**src/rtl/can_mac_rx_frame_sequencer.sv**
```systemverilog
// CAN 2.0A receive frame sequencer: walks SOF..EOF on destuffed bits,
// assembles ID/RTR/DLC/DATA, checks CRC-15 and reports frame or error.
//
// Ports:
//   clk, reset_n        clock, async active-low reset
//   can_clk_en          bit-time strobe; state only advances when high
//   rx_enable           receiver enable (also drives ready)
//   bit_in, bit_valid   destuffed bit and its qualifier
//   stuff_error         destuffer stuff-error flag
//   destuffing_enable   stuffing region active (ID..CRC)
//   ready               sequencer accepts bits
//   rx_id/rx_rtr/rx_dlc/rx_data  received fields (byte0 in [63:56])
//   frame_valid         one-clk pulse, good frame
//   error_valid         one-clk pulse, frame aborted, with error_code
//   error_code          1=stuff 2=form 3=crc 4=extended frame
//   ack_slot            high while in the ACK slot after a CRC match
//   busy                high from SOF to frame end or abort
module can_mac_rx_frame_sequencer #(
    parameter int unsigned INTEGRATION_BITS = 11,
    parameter int unsigned EOF_BITS         = 7,
    parameter logic [14:0] CRC_POLY         = 15'h4599
) (
    input  logic        clk,
    input  logic        reset_n,
    input  logic        can_clk_en,
    input  logic        rx_enable,
    input  logic        bit_in,
    input  logic        bit_valid,
    input  logic        stuff_error,
    output logic        destuffing_enable,
    output logic        ready,
    output logic [10:0] rx_id,
    output logic        rx_rtr,
    output logic [3:0]  rx_dlc,
    output logic [63:0] rx_data,
    output logic        frame_valid,
    output logic        error_valid,
    output logic [2:0]  error_code,
    output logic        ack_slot,
    output logic        busy
);

    typedef enum logic [3:0] {
        S_INTEGRATE,
        S_IDLE,
        S_ID,
        S_RTR,
        S_IDE,
        S_R0,
        S_DLC,
        S_DATA,
        S_CRC,
        S_CRC_DELIM,
        S_ACK,
        S_ACK_DELIM,
        S_EOF
    } state_t;

    localparam logic [2:0] ERR_STUFF = 3'd1;
    localparam logic [2:0] ERR_FORM  = 3'd2;
    localparam logic [2:0] ERR_CRC   = 3'd3;
    localparam logic [2:0] ERR_EXT   = 3'd4;

    localparam logic [6:0] L_INT_LAST = 7'(INTEGRATION_BITS - 1);
    localparam logic [6:0] L_EOF_LAST = 7'(EOF_BITS - 1);
    localparam logic [6:0] L_ID_LAST  = 7'd10;
    localparam logic [6:0] L_DLC_LAST = 7'd3;
    localparam logic [6:0] L_CRC_LAST = 7'd14;

    state_t      r_state;
    logic [6:0]  r_cnt;
    logic [6:0]  r_nbits;
    logic [14:0] r_crc;
    logic [14:0] r_crc_rx;
    logic [10:0] r_id;
    logic        r_rtr;
    logic [3:0]  r_dlc;
    logic [63:0] r_data;
    logic        r_fv;
    logic        r_ev;
    logic [2:0]  r_code;
    logic        r_busy;

    state_t      w_state_nx;
    logic [6:0]  w_cnt_nx;
    logic [6:0]  w_nbits_nx;
    logic [14:0] w_crc_nx;
    logic [14:0] w_crc_rx_nx;
    logic [10:0] w_id_nx;
    logic        w_rtr_nx;
    logic [3:0]  w_dlc_nx;
    logic [63:0] w_data_nx;
    logic        w_fv_nx;
    logic        w_ev_nx;
    logic [2:0]  w_code_nx;
    logic        w_busy_nx;

    logic        w_dse;
    logic        w_accept;
    logic        w_serr;
    logic        w_err;
    logic [2:0]  w_err_code;
    logic [14:0] w_crc_step;
    logic [6:0]  w_cnt_inc;
    logic [3:0]  w_dlc_full;
    logic [3:0]  w_nbytes;
    logic [5:0]  w_bitpos;

    // Stuffing region covers ID through the received CRC field.
    always_comb begin
        w_dse = 1'b0;
        unique case (r_state)
            S_ID, S_RTR, S_IDE, S_R0,
            S_DLC, S_DATA, S_CRC: w_dse = 1'b1;
            default:              w_dse = 1'b0;
        endcase
    end

    assign destuffing_enable = w_dse;
    assign ready             = rx_enable;
    assign ack_slot          = (r_state == S_ACK);

    assign rx_id       = r_id;
    assign rx_rtr      = r_rtr;
    assign rx_dlc      = r_dlc;
    assign rx_data     = r_data;
    assign frame_valid = r_fv;
    assign error_valid = r_ev;
    assign error_code  = r_code;
    assign busy        = r_busy;

    assign w_accept   = can_clk_en & bit_valid & rx_enable;
    assign w_serr     = can_clk_en & stuff_error & w_dse;
    assign w_cnt_inc  = r_cnt + 7'd1;
    assign w_dlc_full = {r_dlc[2:0], bit_in};
    assign w_bitpos   = 6'd63 - r_cnt[5:0];

    // Serial CRC-15 step on the current bit.
    assign w_crc_step = {r_crc[13:0], 1'b0}
                      ^ ((bit_in ^ r_crc[14]) ? CRC_POLY : 15'd0);

    // Remote frames carry no data; DLC values above 8 still mean 8 bytes.
    assign w_nbytes = r_rtr         ? 4'd0 :
                      w_dlc_full[3] ? 4'd8 : w_dlc_full;

    always_comb begin
        w_state_nx  = r_state;
        w_cnt_nx    = r_cnt;
        w_nbits_nx  = r_nbits;
        w_crc_nx    = r_crc;
        w_crc_rx_nx = r_crc_rx;
        w_id_nx     = r_id;
        w_rtr_nx    = r_rtr;
        w_dlc_nx    = r_dlc;
        w_data_nx   = r_data;
        w_fv_nx     = 1'b0;
        w_ev_nx     = 1'b0;
        w_code_nx   = r_code;
        w_busy_nx   = r_busy;
        w_err       = 1'b0;
        w_err_code  = 3'd0;

        if (can_clk_en && !rx_enable) begin
            // Disabling the receiver silently drops any frame in flight.
            w_state_nx = S_INTEGRATE;
            w_cnt_nx   = 7'd0;
            w_busy_nx  = 1'b0;
        end else if (w_serr) begin
            // A stuff error discards the bit offered in the same cycle.
            w_err      = 1'b1;
            w_err_code = ERR_STUFF;
        end else if (w_accept) begin
            unique case (r_state)
                S_INTEGRATE: begin
                    if (!bit_in) begin
                        w_cnt_nx = 7'd0;
                    end else if (r_cnt == L_INT_LAST) begin
                        w_cnt_nx   = 7'd0;
                        w_state_nx = S_IDLE;
                    end else begin
                        w_cnt_nx = w_cnt_inc;
                    end
                end
                S_IDLE: begin
                    if (!bit_in) begin
                        // SOF: a dominant bit into a cleared CRC leaves it zero.
                        w_crc_nx   = 15'd0;
                        w_data_nx  = 64'd0;
                        w_busy_nx  = 1'b1;
                        w_cnt_nx   = 7'd0;
                        w_state_nx = S_ID;
                    end
                end
                S_ID: begin
                    w_id_nx  = {r_id[9:0], bit_in};
                    w_crc_nx = w_crc_step;
                    if (r_cnt == L_ID_LAST) begin
                        w_cnt_nx   = 7'd0;
                        w_state_nx = S_RTR;
                    end else begin
                        w_cnt_nx = w_cnt_inc;
                    end
                end
                S_RTR: begin
                    w_rtr_nx   = bit_in;
                    w_crc_nx   = w_crc_step;
                    w_state_nx = S_IDE;
                end
                S_IDE: begin
                    w_crc_nx = w_crc_step;
                    if (bit_in) begin
                        w_err      = 1'b1;
                        w_err_code = ERR_EXT;
                    end else begin
                        w_state_nx = S_R0;
                    end
                end
                S_R0: begin
                    w_crc_nx   = w_crc_step;
                    w_cnt_nx   = 7'd0;
                    w_state_nx = S_DLC;
                end
                S_DLC: begin
                    w_dlc_nx = w_dlc_full;
                    w_crc_nx = w_crc_step;
                    if (r_cnt == L_DLC_LAST) begin
                        w_cnt_nx   = 7'd0;
                        w_nbits_nx = {w_nbytes, 3'b000};
                        w_state_nx = (w_nbytes == 4'd0) ? S_CRC : S_DATA;
                    end else begin
                        w_cnt_nx = w_cnt_inc;
                    end
                end
                S_DATA: begin
                    w_data_nx[w_bitpos] = bit_in;
                    w_crc_nx            = w_crc_step;
                    if (w_cnt_inc == r_nbits) begin
                        w_cnt_nx   = 7'd0;
                        w_state_nx = S_CRC;
                    end else begin
                        w_cnt_nx = w_cnt_inc;
                    end
                end
                S_CRC: begin
                    w_crc_rx_nx = {r_crc_rx[13:0], bit_in};
                    if (r_cnt == L_CRC_LAST) begin
                        w_cnt_nx   = 7'd0;
                        w_state_nx = S_CRC_DELIM;
                    end else begin
                        w_cnt_nx = w_cnt_inc;
                    end
                end
                S_CRC_DELIM: begin
                    if (!bit_in) begin
                        w_err      = 1'b1;
                        w_err_code = ERR_FORM;
                    end else if (r_crc_rx != r_crc) begin
                        w_err      = 1'b1;
                        w_err_code = ERR_CRC;
                    end else begin
                        w_state_nx = S_ACK;
                    end
                end
                S_ACK: begin
                    w_state_nx = S_ACK_DELIM;
                end
                S_ACK_DELIM: begin
                    if (!bit_in) begin
                        w_err      = 1'b1;
                        w_err_code = ERR_FORM;
                    end else begin
                        w_cnt_nx   = 7'd0;
                        w_state_nx = S_EOF;
                    end
                end
                S_EOF: begin
                    if (!bit_in) begin
                        w_err      = 1'b1;
                        w_err_code = ERR_FORM;
                    end else if (r_cnt == L_EOF_LAST) begin
                        w_fv_nx    = 1'b1;
                        w_busy_nx  = 1'b0;
                        w_cnt_nx   = 7'd0;
                        w_state_nx = S_IDLE;
                    end else begin
                        w_cnt_nx = w_cnt_inc;
                    end
                end
                default: begin
                    w_cnt_nx   = 7'd0;
                    w_state_nx = S_INTEGRATE;
                end
            endcase
        end

        // Every abort re-synchronises to the bus before the next SOF.
        if (w_err) begin
            w_ev_nx    = 1'b1;
            w_code_nx  = w_err_code;
            w_busy_nx  = 1'b0;
            w_cnt_nx   = 7'd0;
            w_state_nx = S_INTEGRATE;
        end
    end

    always_ff @(posedge clk or negedge reset_n) begin
        if (!reset_n) begin
            r_state  <= S_INTEGRATE;
            r_cnt    <= 7'd0;
            r_nbits  <= 7'd0;
            r_crc    <= 15'd0;
            r_crc_rx <= 15'd0;
            r_id     <= 11'd0;
            r_rtr    <= 1'b0;
            r_dlc    <= 4'd0;
            r_data   <= 64'd0;
            r_fv     <= 1'b0;
            r_ev     <= 1'b0;
            r_code   <= 3'd0;
            r_busy   <= 1'b0;
        end else begin
            r_state  <= w_state_nx;
            r_cnt    <= w_cnt_nx;
            r_nbits  <= w_nbits_nx;
            r_crc    <= w_crc_nx;
            r_crc_rx <= w_crc_rx_nx;
            r_id     <= w_id_nx;
            r_rtr    <= w_rtr_nx;
            r_dlc    <= w_dlc_nx;
            r_data   <= w_data_nx;
            r_fv     <= w_fv_nx;
            r_ev     <= w_ev_nx;
            r_code   <= w_code_nx;
            r_busy   <= w_busy_nx;
        end
    end

endmodule

```
**config.mk**
```make
export PLATFORM = sky130hd
export DESIGN_NAME = can_mac_rx_frame_sequencer
export DESIGN_NICKNAME = d
export VERILOG_FILES = /design/src/rtl/can_mac_rx_frame_sequencer.sv
export SDC_FILE = /design/constraint.sdc
export NUM_CORES = 1
export LEC_CHECK = 0
export ABC_AREA = 0
export CORE_MARGIN = 2
export CORE_UTILIZATION = 35
export CTS_CLUSTER_SIZE = 20
export DETAILED_ROUTE_END_ITERATION = 6
export SLEW_MARGIN = 10
export SYNTH_ARGS = -nofsm -noshare
export SYNTH_HDL_FRONTEND = slang
export SYNTH_SLANG_ARGS = --single-unit
```
**constraint.sdc**
```tcl
create_clock -name clk -period 2.9 [get_ports clk]
set_input_delay 0.725 -clock clk [delete_from_list [all_inputs] [get_ports clk]]
set_output_delay 0.725 -clock clk [all_outputs]
set_load 0.01 [all_outputs]
```
### Word level (Yosys, flattened, before mapping)

Index checks and enable logic that the tools add are counted.

* add/subtract/negate cells: 2
* $lt $le $gt $ge: 2
* eq/ne operators: 34
* mux-type cells: 75
* bitwise gates (word level): 8
* reductions and logical operators: 23

Operators by type and width (count)
* $pmux W64 S2: 1
* $mux W7: 13
* $mux W4: 20
* $bwmux W64: 1
* $mux W64: 1
* $pmux W7 S9: 1
* $ne A4 B4 Y1 const B: 13
* $pmux W4 S13: 1
* $mux W15: 2
* $pmux W15 S2: 1
* $mux W1: 23
* $eq A4 B4 Y1 const B: 5
* $eq A4 B3 Y1 const B: 4
* $reduce_and A4 Y1: 4
* $ne A15 B15 Y1: 1
* $reduce_and A15 Y1: 1
* $reduce_and A5 Y1: 3
* $xor A15 B15 Y15: 1
* $eq A7 B4 Y1 const B: 2
* $mux W3: 4
* $reduce_and A6 Y1: 2
* $pmux W3 S3: 1
* $eq A4 B2 Y1 const B: 2
* $logic_not A4 Y1: 2
* other kinds (26): 35

* register bits after elaboration: 131
* bits of input ports: 7
* output and inout port bits: 89
* word-level logic and storage cells: 157

### Logic depth before layout (Yosys ltp)

Gate-level depths: netlist (run 1).

* word-level depth: 10
* mapped depth: 10
* mapped depth without buffers: 9

### Worst setup path after synthesis (run 1)

OpenSTA, ideal clock, no wires.

* kind: flip-flop to flip-flop
* from: register r_cnt[0]
* to: register r_state[0]
* setup time: 0.130 ns
* arrival time: 1.907 ns
* required time: 2.770 ns
* path slack: 0.862 ns
* cell stages (with the launch flop): 11
* buffers on the path: 1
* period minus slack after synthesis: 2.038 ns
* cell sequence: dfrtp_1 buf_2 clkinv_1 ha_1 and3b_1 o21ai_0 a211oi_2 o211a_1 and2b_4 and2_1 a211oi_2

* word-level cells in the longest chain between the ends: 4
* elaborated cells on any way between the ends: 13
* those cells by class: 1 x add/sub; 11 x eq/ne; 1 x reduce/logical

Ends and longest elaborated chain
* start: declaration: RTL line 71 `logic [6:0] r_cnt;`
* start signal: assignment: RTL line 323 `r_cnt <= w_cnt_nx;`
* $add A7 B1 Y7: RTL line 134 `assign w_cnt_inc = r_cnt + 7'd1;`
* $eq A7 B7 Y1: RTL line 237 `if (w_cnt_inc == r_nbits) begin`
* $ne A4 B4 Y1 (no source line)
* $reduce_and A15 Y1 (no source line) *
* end signal: assignment: RTL line 322 `r_state <= w_state_nx;`
* end: declaration: RTL line 70 `state_t r_state;`

Every way passes the cells marked *; elsewhere a longest branch is shown, timed or not.
A chain may end at the register's enable or synchronous reset.

### Worst setup path after layout (run 1)

* from: register r_state[1]
* to: output destuffing_enable

* word-level cells in the longest chain between the ends: 3
* elaborated cells on any way between the ends: 9
* those cells by class: 7 x eq/ne; 1 x mux; 1 x reduce/logical

Ends and longest elaborated chain
* $eq A4 B4 Y1, or another cell as far along: RTL line 112 `unique case (r_state)`
* $reduce_or A7 Y1 *: RTL line 112
* $mux W1 *: RTL line 112
* end: declaration: RTL line 30 `output logic destuffing_enable,`

Marked as above.

==> out/qor.yml, run 1 <==
setup_path:
  crit_arrival_ns: 2.04
  crit_path_end_kind: "primary output"
  crit_fanout: 13
  start_kind: "register"
  r2r-start: "r_cnt[1]"
  crit_type: "reg -> out"
  crit_required_ns: 2.17
  r2r_cells: 7
  reg2reg_to: "r_cnt[1]"
  r2r_slack_ns: 0.32
routing:
  routed_wl_um: 18500
  ant_nets: 0
  viasPerCell: 5.39
  drt_iter0_markers: 452
  route.detailed.drc: 0
  drt_pre_antenna_iters: 5
  wire_per_inst_um: 18.2
  via_count: 5496
global_routing:
  use_met3: 0.0374
  track_usage: 0.191
  grt_overflow: 0
  grt_pass1_wl_um: 29700
  busiest_layer: "met1"
  grt_max_degree: 64
  grt_pass1_vias: 5367
  grt_util_met2: 0.278
  antenna_found_initial: 0
  use_met1: 0.283
timing:
  setup_slack_ns: 0.130
  finClkSkew_ns: 0.0124
  slew_headroom: 0.367
  max_freq_mhz: 361
  setup_viol: 0
  finalHoldViolations: 0
  fin_hold_ws_ns: 0.229
  fin_crit_sh: 0.955
  drv_slew: 0
  rsz0062_at_grt: "no"
  worst_pin_slew_ns: 0.943
  min_period_ns: 2.77
  fin_setup_tns_ns: 0
finish:
  drive_gt1_frac: 0.136
  nNetsFinal: 783
  multi_input_area_um2: 3050
  insertedDiodeCount: 0
  stdcell_area_um2: 8450
  utilization: 0.455
  seq_area_um2: 3280
  syn2layout_area_growth_pct: 28.3
  n_fill_cell: 1813
synth:
  ys_seq_elements: 131
  yosys.cell_count.top_type: "dfrtp_1"
  synth_compound_area_frac: 0.200
  synth_adder_area_share: 0.00570
  synthTopCellsByCount: "131 x dfrtp_1, 116 x o21ai_1, 71 x a21oi_1"
  synthTopCellsByArea: "dfrtp_1 50%, o21ai_1 8.8%, a21oi_1 5.4%"
  yosysTopAreaCell: "dfrtp_1"
  synthXorXnorAreaFrac: 0.0466
  synth_cell_types: 66
  postSynthCellCount: 676
  synth_edf_count: 0
  yosysSeqAreaShare: 0.498
  syn_nets: 686
  synth_top_family_by_area: "compound AO/OA/AOI/OAI gates"
  yosys_warnings: 0
  synth_top_area_share: 0.498
  avgSynthCellArea_um2: 9.74
  synth_ff_type: "dfrtp_1"
  synth_simple_gate_area_share: 0.141
  synthMuxAreaShare: 0.0667
  async_reset_ff_frac: 1.00
  synth_area_um2: 6580
die:
  die_area_um2: 19900
  die_w_um: 141
  die_y_um: 141
  core_area_um2: 18600
  fp-row-count: 50
  io_pins: 96
  start_util: 0.354
clocking:
  cts_sinks: 131
  cts_resized: 0
  clock_latency_ns: 0.42
  cts_setup_buffers: 0
  cts_tree: "done"
  htreeDepth: 4
  cts_buffers: 17
  path_clk_slew_ns: 0.06
  cts.hold.buffers_added: 0
  clock_path_buffers: 2
  cts-root-buf: "clkbuf_16"
run_status:
  status: "finished clean"
worst_hold_path:
  hp-class: "in -> async"
placement:
  gp_congestion: 0.820
  io_buffers: 95
  place_hpwl_um: 12300
  placed_area_um2: 7880
  dp_slack_ns: 0.113
pwr:
  ir_worst_vdd_uv: 410
  power_density_nw_per_um2: 509
  leakage_nw: 3.75
job:
  cap_viol_max_count: 0
layer usage:
layer,wire length (um),part of all wire
met1,8930,0.48
met2,8390,0.45
met3,852,0.046
met4,376,0.020
met5,0,0
flip-flops by register name, indices dropped and copies added, names as in the netlist:
signal,cells
rx_data,64
r_crc,15
r_crc_rx,15
rx_id,11
r_cnt,7
r_nbits,4
r_state,4
rx_dlc,4
error_code,3
busy,1
error_valid,1
frame_valid,1
rx_rtr,1
power by group:
| group | leakage (nW) | switching, mW | internal [mW] | total [mW] |
|---|---|---|---|---|
| clock network | 0.282 | 0.884 | 1.20 | 2.08 |
| registers | 1.79 | 0.0290 | 1.85 | 1.88 |
| logic | 1.67 | 0.239 | 0.0980 | 0.337 |
| total | 3.75 | 1.15 | 3.15 | 4.30 |
worst max-delay path by stage:
stage | end | cells after the start | start
6_report | destuffing_enable | 2 | r_state[1]
3_5_place_dp | rx_data[18] | 6 | rx_enable
2_1_floorplan | r_state[0] | 10 | r_cnt[0]
3_3_place_gp | rx_data[23] | 6 | rx_enable
5_1_grt | ack_slot | 3 | r_state[1]
4_1_cts | destuffing_enable | 2 | r_state[1]
per-stage QoR:
stage / std cells / total power, mW
final: 1020 / 4.30
after global routing: 1020 / 4.45
after CTS: 1020 / 4.33
after detailed placement: 988 / 2.25
after global placement: 988 / 2.25
after floorplan: 676 / 2.07
worst max-delay path: stages, from the launching register on:
cell,delay (ns)
dfrtp_1,0.58
o31ai_4,0.45
clkdlybuf4s50_1,0.60
kinds of logic (layout without fill, tap and decap cells):
group                      Yosys count  count (layout)
AOI/OAI and AO/OA                  238             238
xor gates and xnor gates            35              35
adders and majority gates            3               3
buffers and inverters               58             168
DFF                                131             131
muxes                               36              36
and+or+nand+nor                    175             175
layout make-up:
class | count | share of cell area
clock buffer | 17 | 0.0504
sequential | 131 | 0.388
timing repair buffer | 126 | 0.145
clock inverter | 15 | 0.0169
multi-input combinational | 487 | 0.361
inverter | 10 | 0.00444
tap | 234 | 0.0347
placed cells by master, fill, tap and decap left out, types with 4 or more instances in the layout:
cell,count
inv_1,7
mux2_2,10
clkbuf_16,17
and2_1,4
a31oi_1,4
dfrtp_1,131
a21oi_1,71
nand2_1,55
nand4_1,8
and3_1,8
nand3b_1,4
xor2_1,18
nor2_1,28
nor3b_1,5
o21ai_0,22
xnor2_1,17
clkdlybuf4s50_1,94
o21ai_1,115
nor3_1,10
nand2b_1,8
inv_6,7
mux2_1,13
nand3_1,18
buf_4,28
mux2_4,10
Note: power is estimated with default switching activity, not from simulation.
==> run 2, diff against run 1 <==
--- a/config.mk
+++ b/config.mk
@@ -6,10 +6,13 @@
 export NUM_CORES = 1
 export LEC_CHECK = 0
 export ABC_AREA = 0
+export CORE_ASPECT_RATIO = 0.8
 export CORE_MARGIN = 2
-export CORE_UTILIZATION = 35
+export CORE_UTILIZATION = 55
 export CTS_CLUSTER_SIZE = 20
 export DETAILED_ROUTE_END_ITERATION = 6
+export GPL_ROUTABILITY_DRIVEN = 0
+export PLACE_DENSITY = 0.81
 export SLEW_MARGIN = 10
 export SYNTH_ARGS = -nofsm -noshare
 export SYNTH_HDL_FRONTEND = slang
==> out/qor.yml, run 2 (synthesis gave the netlist of run 1 again) <==
routing:
  routed_wl_um: 18400  # -0.70%
  wire_per_inst_um: 19.8  # +8.7%
  ant_nets: 0  # unchanged
  wl_met3_um: 1480  # +74%
  drt_iter0_markers: 639  # +41%
  via_count: 5836  # +6.2%
  top_layer: "met4"
  wl_met1_um: 7670  # -14%
  route.detailed.drc: 0  # unchanged
  viasPerCell: 6.26  # +16%
  wl_met2_um: 8850  # +5.5%
  drt_pre_antenna_iters: 5  # unchanged
finish:
  n_fill_cell: 815  # -55%
  layout_common_cells: "131 x dfrtp_1, 115 x o21ai_1, 94 x clkdlybuf4s50_1"
  insertedDiodeCount: 0  # unchanged
  syn2layout_area_growth_pct: 26.9
  layout_commonest_cell: "dfrtp_1"
  drive_gt1_frac: 0.133  # -0.00348
  nNetsFinal: 781  # -0.26%
  largest_reg_flops: 64  # unchanged
  stdcell_area_um2: 8360  # -1.1%
setup_path:
  start_kind: "register"
  r2r_slack_ns: 0.17  # -0.15 ns
  crit_fanout: 7  # -6
  crit_path_end_kind: "primary output"
  crit_arrival_ns: 2.12  # +0.08 ns
  crit_required_ns: 2.17  # about the same
  crit_type: "reg -> out"
die:
  fp-row-count: 35  # -30%
  die_y_um: 102  # -28%
  die_w_um: 126  # -11%
  die_area_um2: 12900  # -35%
  core_area_um2: 11600  # -38%
  start_util: 0.567  # +0.213
  io_pins: 96  # unchanged
placement:
  dp_slack_ns: -0.0227  # -0.136 ns
  io_buffers: 95  # unchanged
  place_hpwl_um: 12300  # -0.66%
  placed_area_um2: 7730  # -1.9%
pwr:
  leakage_nw: 3.75  # +0.11%
  p_sw_frac: 0.246  # -0.0214
  finalPower_mw: 4.51  # +4.9%
  p_seq_frac: 0.417  # -0.020
  p_clk_frac: 0.510  # +0.025
  power_density_nw_per_um2: 540  # +6.0%
  netSwitchingPower_mw: 1.11  # -3.5%
  pwr-share-comb: 0.073  # -0.005
  intPower_mw: 3.40  # +7.9%
  ir_worst_vdd_uv: 441  # +7.5%
job:
  cap_viol_max_count: 0  # unchanged
timing:
  setup_viol: 0  # unchanged
  setup_slack_ns: 0.0584  # -0.0717 ns
  worst_pin_slew_ns: 0.935  # -0.00862 ns
  rsz0062_at_grt: "no"
  finalHoldViolations: 0  # unchanged
  finClkSkew_ns: 0.00754  # -0.00488 ns
  min_period_ns: 2.84  # +0.0717 ns
  slew_headroom: 0.373  # +0.00579
  max_freq_mhz: 352  # -2.5%
  fin_crit_sh: 0.980  # +0.0247
  drv_slew: 0  # unchanged
global_routing:
  grt_overflow: 0  # unchanged
  antenna_found_initial: 0  # unchanged
  grt_pass1_vias: 5711  # +6.4%
  track_usage: 0.298  # +0.107
  grt_pass1_wl_um: 30100  # +1.5%
  grt_max_degree: 64  # unchanged
clocking:
  cts_tree: "done"
  cts_buffers: 17  # unchanged
  clock_path_buffers: 2  # unchanged
  path_clk_slew_ns: 0.06  # about the same
  htreeDepth: 4  # unchanged
  cts-root-buf: "clkbuf_16"
  clock_latency_ns: 0.42  # about the same
  cts.hold.buffers_added: 0  # unchanged
  cts_setup_buffers: 0  # unchanged
  cts_sinks: 131  # unchanged
  cts_resized: 0  # unchanged
run_status:
  status: "finished clean"
worst_hold_path:
  hp-class: "in -> async"
run 2: cell types whose count changed in the layout (fill, tap and decap cells not counted):
cell	previous run	this run
clkbuf_1	0	1
buf_12	3	1
bufinv_16	1	4
clkinv_4	2	3
clkinv_2	3	2
buf_4	28	29
buf_6	1	0
inv_6	7	3
run 2: layout make-up:
class	instances	area (um^2)	area share
Clock buffer	18	429	0.0514
Inverter	10	37.5	0.00449
Timing Repair Buffer	124	1180	0.141
Sequential cell	131	3280	0.392
Multi-Input combinational cell	487	3050	0.365
Tap cell	148	185	0.0222
Clock inverter	14	201	0.0241
run 2: stage by stage:
step / setup TNS, ns / hold WS (ns) / util / std cells
floorplan: 0 / 0.429 / - / 676
global route: 0 / 0.301 / 0.720 / 932
global placement: 0 / 0.476 / 0.666 / 900
finish: 0 / 0.274 / 0.720 / 932
CTS: 0 / 0.289 / 0.720 / 932
detailed placement: -0.0530 / 0.489 / 0.666 / 900
run 2: power by group through the flow:
stage	combinational, mW	sequential [mW]	clock [mW]
finish	0.331	1.88	2.30
floorplan	0.163	1.91	0
CTS	0.324	1.88	2.31
global route	0.358	1.88	2.39
global placement	0.309	1.91	0
detailed placement	0.319	1.91	0
run 2: path summary, 6_finish.rpt:
check | startpoint | endpoint | depth (start not counted)
max in group asynchronous | reset_n | r_crc_rx[13] | 2
hold / removal | reset_n | rx_rtr | 1
hold reg to reg | rx_id[10] | rx_id[10] | 1
setup / recovery | r_state[2] | destuffing_enable | 3
setup reg to reg | r_state[0] | rx_data[2] | 7
min in group clk | rx_id[10] | rx_id[10] | 1
run 2: worst max-delay path: stages, from the launching register on:
cell and delay (ns):
dfrtp_1 0.47, nand2b_1 0.31, o31ai_4 0.32, clkdlybuf4s50_1 0.60
run 2: metal layers:
| metal | GRT usage | up-vias |
|---|---|---|
| li1 | - | 2602 |
| met1 | 0.402 | 2879 |
| met2 | 0.476 | 308 |
| met3 | 0.0728 | 47 |
| met4 | 0.110 | 0 |
| met5 | 0 | - |
